### config.mk
export PLATFORM = sky130hd
export DESIGN_NAME = mcpu_instr_fetch_flat
export DESIGN_NICKNAME = d
export VERILOG_FILES = /design/src/rtl/mcpu_pkg.sv /design/src/rtl/mcpu_instr_fetch_if.sv /design/src/rtl/mcpu_fetch_fifo.sv /design/src/rtl/mcpu_instr_fetch.sv /design/src/flat_wrapper.sv
export SDC_FILE = /design/constraint.sdc
export NUM_CORES = 1
export LEC_CHECK = 0
export BUFFER_PORTS_ARGS = -buffer_cell sky130_fd_sc_hd__buf_4
export CAP_MARGIN = 0
export CORE_MARGIN = 2
export CORE_UTILIZATION = 42
export DETAILED_ROUTE_END_ITERATION = 8
export GPL_TIMING_DRIVEN = 0
export REMOVE_ABC_BUFFERS = 1
export SETUP_SLACK_MARGIN = 0.5
export SYNTH_ARGS = -nofsm -noshare
export SYNTH_HDL_FRONTEND = slang
export SYNTH_SLANG_ARGS = --single-unit
### constraint.sdc
create_clock -name clk -period 4.06 [get_ports clk]
set_clock_uncertainty 0.05 [all_clocks]
set_input_delay 0.812 -clock clk [delete_from_list [all_inputs] [get_ports clk]]
set_output_delay 0.812 -clock clk [all_outputs]
set_load 0.01 [all_outputs]
### src/rtl/mcpu_pkg.sv
// ============================================================================
// Module      : mcpu_pkg
// Description : Shared constants and types for the MCPU instruction fetch stage.
// Revision    : 1.0 - initial release
// ============================================================================
`default_nettype none

package mcpu_pkg;

    localparam int WORD_SIZE  = 8;
    localparam int ADDR_WIDTH = 8;
    localparam int FIFO_DEPTH = 4;
    localparam logic [ADDR_WIDTH-1:0] RESET_ADDR = '0;

    typedef logic [WORD_SIZE-1:0]  instr_t;
    typedef logic [ADDR_WIDTH-1:0] addr_t;

    typedef struct packed {
        instr_t instr;
        addr_t  pc;
    } fetch_entry_t;

endpackage

`default_nettype wire

### src/rtl/mcpu_instr_fetch_if.sv
// ============================================================================
// Module      : mcpu_instr_fetch_if
// Description : RAM-side address/data and decoder-side valid/ready bundle.
// Revision    : 1.0 - initial release
// ============================================================================
`default_nettype none

interface mcpu_instr_fetch_if;
    import mcpu_pkg::*;

    logic   fetch_en;
    addr_t  instraddr;
    instr_t instrrd;
    logic   redirect;
    addr_t  redirect_addr;
    instr_t instr_out;
    addr_t  instr_pc;
    logic   instr_valid;
    logic   instr_ready;

    modport master (
        input  fetch_en, instrrd, redirect, redirect_addr, instr_ready,
        output instraddr, instr_out, instr_pc, instr_valid
    );

    modport slave (
        output fetch_en, instrrd, redirect, redirect_addr, instr_ready,
        input  instraddr, instr_out, instr_pc, instr_valid
    );

endinterface

`default_nettype wire

### src/rtl/mcpu_fetch_fifo.sv
// ============================================================================
// Module      : mcpu_fetch_fifo
// Description : Register FIFO of fetch entries; synchronous write, async read.
// Revision    : 1.0 - initial release
// ============================================================================
`default_nettype none

module mcpu_fetch_fifo
    import mcpu_pkg::*;
#(
    parameter int DEPTH = FIFO_DEPTH
) (
    input  wire logic                   clk,
    input  wire logic                   reset,
    input  wire logic                   push,
    input  wire logic                   pop,
    input  wire logic                   flush,
    input  wire fetch_entry_t           wr_entry,
    output fetch_entry_t                rd_entry,
    output logic [$clog2(DEPTH):0]      count
);

    localparam int c_PTR_W = $clog2(DEPTH);

    fetch_entry_t             r_mem [DEPTH];
    logic [c_PTR_W-1:0]       r_rd_ptr;
    logic [c_PTR_W-1:0]       r_wr_ptr;
    logic [c_PTR_W:0]         r_count;

    // Storage is cleared on reset so the head reads as zero until the first push.
    always_ff @(posedge clk or posedge reset) begin
        if (reset) begin
            r_rd_ptr <= '0;
            r_wr_ptr <= '0;
            r_count  <= '0;
            for (int i = 0; i < DEPTH; i++) begin
                r_mem[i] <= '0;
            end
        end else if (flush) begin
            r_rd_ptr <= '0;
            r_wr_ptr <= '0;
            r_count  <= '0;
        end else begin
            if (push) begin
                r_mem[r_wr_ptr] <= wr_entry;
                r_wr_ptr        <= r_wr_ptr + c_PTR_W'(1);
            end
            if (pop) begin
                r_rd_ptr <= r_rd_ptr + c_PTR_W'(1);
            end
            case ({push, pop})
                2'b10:   r_count <= r_count + (c_PTR_W+1)'(1);
                2'b01:   r_count <= r_count - (c_PTR_W+1)'(1);
                default: r_count <= r_count;
            endcase
        end
    end

    assign rd_entry = r_mem[r_rd_ptr];
    assign count    = r_count;

endmodule

`default_nettype wire

### src/rtl/mcpu_instr_fetch.sv
// ============================================================================
// Module      : mcpu_instr_fetch
// Description : PC register, prefetch control and redirect handling.
// Revision    : 1.0 - initial release
// ============================================================================
`default_nettype none

module mcpu_instr_fetch
    import mcpu_pkg::*;
#(
    parameter int DEPTH = FIFO_DEPTH
) (
    input  wire logic              clk,
    input  wire logic              reset,
    mcpu_instr_fetch_if.master     bus
);

    localparam int                c_CNT_W     = $clog2(DEPTH) + 1;
    localparam logic [c_CNT_W-1:0] c_DEPTH_CNT = c_CNT_W'(DEPTH);

    addr_t              r_pc;
    logic [c_CNT_W-1:0] w_count;
    logic               w_pop;
    logic               w_push;
    fetch_entry_t       w_tail;
    fetch_entry_t       w_head;

    assign w_pop  = bus.instr_valid && bus.instr_ready;
    // A full FIFO still accepts a push when the head leaves in the same cycle.
    assign w_push = bus.fetch_en && ((w_count < c_DEPTH_CNT) || w_pop);

    always_ff @(posedge clk or posedge reset) begin
        if (reset) begin
            r_pc <= RESET_ADDR;
        end else if (bus.redirect) begin
            r_pc <= bus.redirect_addr;
        end else if (w_push) begin
            r_pc <= r_pc + addr_t'(1);
        end
    end

    assign w_tail = '{instr: bus.instrrd, pc: r_pc};

    mcpu_fetch_fifo #(
        .DEPTH    (DEPTH)
    ) u_fifo (
        .clk      (clk),
        .reset    (reset),
        .push     (w_push && !bus.redirect),
        .pop      (w_pop && !bus.redirect),
        .flush    (bus.redirect),
        .wr_entry (w_tail),
        .rd_entry (w_head),
        .count    (w_count)
    );

    assign bus.instraddr   = r_pc;
    assign bus.instr_out   = w_head.instr;
    assign bus.instr_pc    = w_head.pc;
    assign bus.instr_valid = (w_count != '0);

endmodule

`default_nettype wire

### src/flat_wrapper.sv
// flat-port wrapper written by rule: the top's interface ports become plain ports
module mcpu_instr_fetch_flat import mcpu_pkg::*;
#(
    parameter int DEPTH = FIFO_DEPTH
)
  (clk, reset, bus_fetch_en, bus_instrrd, bus_redirect, bus_redirect_addr, bus_instr_ready, bus_instraddr, bus_instr_out, bus_instr_pc, bus_instr_valid);
  mcpu_instr_fetch_if bus_i ();
  input  wire logic clk;
  input  wire logic reset;
  input wire logic [$bits(bus_i.fetch_en)-1:0] bus_fetch_en;
  input wire logic [$bits(bus_i.instrrd)-1:0] bus_instrrd;
  input wire logic [$bits(bus_i.redirect)-1:0] bus_redirect;
  input wire logic [$bits(bus_i.redirect_addr)-1:0] bus_redirect_addr;
  input wire logic [$bits(bus_i.instr_ready)-1:0] bus_instr_ready;
  output wire logic [$bits(bus_i.instraddr)-1:0] bus_instraddr;
  output wire logic [$bits(bus_i.instr_out)-1:0] bus_instr_out;
  output wire logic [$bits(bus_i.instr_pc)-1:0] bus_instr_pc;
  output wire logic [$bits(bus_i.instr_valid)-1:0] bus_instr_valid;
  assign bus_i.fetch_en = bus_fetch_en;
  assign bus_i.instrrd = bus_instrrd;
  assign bus_i.redirect = bus_redirect;
  assign bus_i.redirect_addr = bus_redirect_addr;
  assign bus_i.instr_ready = bus_instr_ready;
  assign bus_instraddr = bus_i.instraddr;
  assign bus_instr_out = bus_i.instr_out;
  assign bus_instr_pc = bus_i.instr_pc;
  assign bus_instr_valid = bus_i.instr_valid;
  mcpu_instr_fetch #(.DEPTH(DEPTH)) u_core (.clk(clk), .reset(reset), .bus(bus_i));
endmodule
==> flow_summary_export.csv <==
group,metric,value,unit
outcome,outcome,"finished clean",
synth,netlist_area,0.00392,mm²
floorplan,dieWidth,101,µm
clocking,cts.clk_slew.worst_paths,0.09,ns
detailed_routing,vias_per_cell,5.29,
synth,synth_top_area_share,50.5,%
critical_path,critPathCaptureType,"primary output",
critical_path,worstPathCellList,"mux4_2 > buf_4",
clocking,clock_sinks,79,
clocking,post-cts-setup-buffer-count,0,
synth,yosysTopAreaCell,"dfrtp_1",
floorplan,fp.dieH,101,µm
min_path,min-delay-path-class,"input port to async pin",
sta,hold_viol,0,
synth,synth.ff_latch_count,79,
sta,relSlewSlack,23.9,%
critical_path,arrival,2.26,ns
sta,fmax,321,MHz
detailed_routing,route.detailed.drc,0,
floorplan,core,0.00915,mm²
sta,fin_ws,0.941,ns
placement,place.gp.congestion,0.775,
clocking,cts_tree,"yes",
synth,avgSynthCellArea,14.7,µm²
layout,final_cell_mix,"dfrtp_1, buf_4, mux2_4, mux2_2, mux4_2",
pwr,power_density,552,mW/mm²
layout,final_area,0.00452,mm²
detailed_routing,wl_per_cell,17.7,µm
grt,grtUsageTotal,15.9,%
synth,synth_cells,267,
synth,yosysWarningCount,0,
synth,synth_area_leaders,"dfrtp_1, mux2_4, mux4_2",
sta,worst_pin_slew,1.14,ns
floorplan,rows,35,
clocking,hold_buffers,0,
sta,hold_slack,0.339,ns
placement,post_dp_cell_area,0.00432,mm²
sta,tns,0,ns
sta,drv_slew,0,
clocking,cts.path.max_buffers,2,
synth,synth_cell_types,35,
pwr,power,2.49,mW
clocking,clk-insertion-delay-late,0.35,ns
clocking,cts_htree_levels,3,
flow_run,maxCapViolations,0,
floorplan,die_area,0.0101,mm²
clocking,cts_buffers,9,
layout,layout-drive-gt1-share,47.6,%
layout,synthToLayoutAreaGrowth,15.4,%
critical_path,startpoint_type,"flop",
layout,fin_util,49.4,%
grt,grt_overflow,0,
placement,dp_cells,408,
pwr,p_leak,2.16,nW
critical_path,cpMaxStageDelayCell,"dfrtp_1",
sta,min_period_over_period,76.8,%
clocking,cts_root_buf,"clkbuf_8",
floorplan,start_util,42.8,%
critical_path,crit_type,"flop to primary output",
detailed_routing,ant_nets,0,
synth,synth_edf_count,0,
sta,layout_min_cycle_time,3.12,ns
synth,synth-seq-area-share,50.5,%
sta,setup_viol,0,
layout,diodes,0,
critical_path,rrSetupSlack,1.86,ns
grt,grt_max_degree,63,
critical_path,worstSetupStartpoint,"u_core.u_fifo.r_rd_ptr[1]",
synth,ys.flop_type,"dfrtp_1",
layout,fin_cells,424,
detailed_routing,drt_iter0_drc,56,
clocking,cts_resized,0,
detailed_routing,drtPass1Iterations,4,
grt,grt_pass1_vias,2232,
detailed_routing,routed_wl,7.51,mm
synth,async_reset_ff_share,100,%
grt,grt_pass1_wl,12.2,mm
sta,rsz0062_at_grt,"no",
grt,antenna_found_initial,0,
critical_path,critical_path_required,3.20,ns
critical_path,reg2reg_from,"u_core.u_fifo.count[1]",
floorplan,num_io_pins,46,
placement,portBuffers,45,
pwr,vdd_drop_max,0.167,mV
layout,layout_commonest_cell,"dfrtp_1",
detailed_routing,vias,2243,
critical_path,cp_max_fo,17,
critical_path,cpPeakStageDelay,1.11,ns
placement,pre_cts_slack,1.24,ns
placement,detailed_place_hpwl,4.67,mm
layout,nets,335,
Yosys cell counts, drive strengths merged, types with 2 or more instances:
master	number
dfrtp	79
xnor2	5
nand3	5
a211oi	2
nand4	2
a21oi	4
nor2	11
inv	4
nand2b	4
clkbuf	7
o21ai	10
o31a	2
buf	9
mux4	16
nand2	17
nor3b	2
xor2	4
mux2	64
nor3	4
ha	5
nor4	2
layer usage:
layer  GRT usage [%]  wire [µm]  vias to the layer above
met5               0          0                        -
met4            5.37         17                        0
met3            3.33        249                        3
met2            24.8       3760                       38
met1            22.4       3480                     1161
li1                -          -                     1041
critical path, delay by kind of cell (launching register included):
kind	cells	cell delay, ns
flip-flops	1	1.11
buffers and inverters	1	0.16
multiplexers	1	0.63
logic make-up (layout without fill, tap and decap cells):
| logic type | Yosys count | in the layout | share of synthesized area, % |
|---|---|---|---|
| and+or+nand+nor | 52 | 52 | 7.60 |
| DFF | 79 | 79 | 50.5 |
| xor gates and xnor gates | 9 | 9 | 2.01 |
| AOI/OAI and AO/OA | 20 | 20 | 2.97 |
| adders and majority gates | 6 | 6 | 2.11 |
| muxes | 81 | 81 | 31.7 |
| buffers and inverters | 20 | 66 | 3.13 |
state kept, by name (all words and copies together) (netlist names):
name	cells
u_core.u_fifo.r_wr_ptr	2
u_core.u_fifo.r_rd_ptr	2
u_core.u_fifo.r_mem	64
u_core.u_fifo.count	3
u_core.bus.instraddr	8
where the power goes:
group          internal, mW  switching (mW)
clock                 0.293           0.315
combinational         0.480           0.222
sequential             1.02           0.166
total                  1.79           0.703
layout make-up:
class                           count  area, µm²
Tap cell                          111        139
Multi-Input combinational cell    168       1820
Clock buffer                        9        124
Clock inverter                      7       80.1
Inverter                            4       17.5
Fill cell                         788       4630
Timing Repair Buffer               46        365
Sequential cell                    79       1980
final timing paths:
path,to,depth (start not counted)
max in group asynchronous,u_core.bus.instraddr[1],3
setup / recovery,bus_instr_pc[6],2
hold / removal,u_core.u_fifo.r_mem[40],2
setup reg to reg,u_core.u_fifo.count[2],6
hold reg to reg,u_core.u_fifo.r_mem[41],1
min in group clk,u_core.u_fifo.r_mem[41],1
No activity file was read; power rests on OpenSTA's default activity.
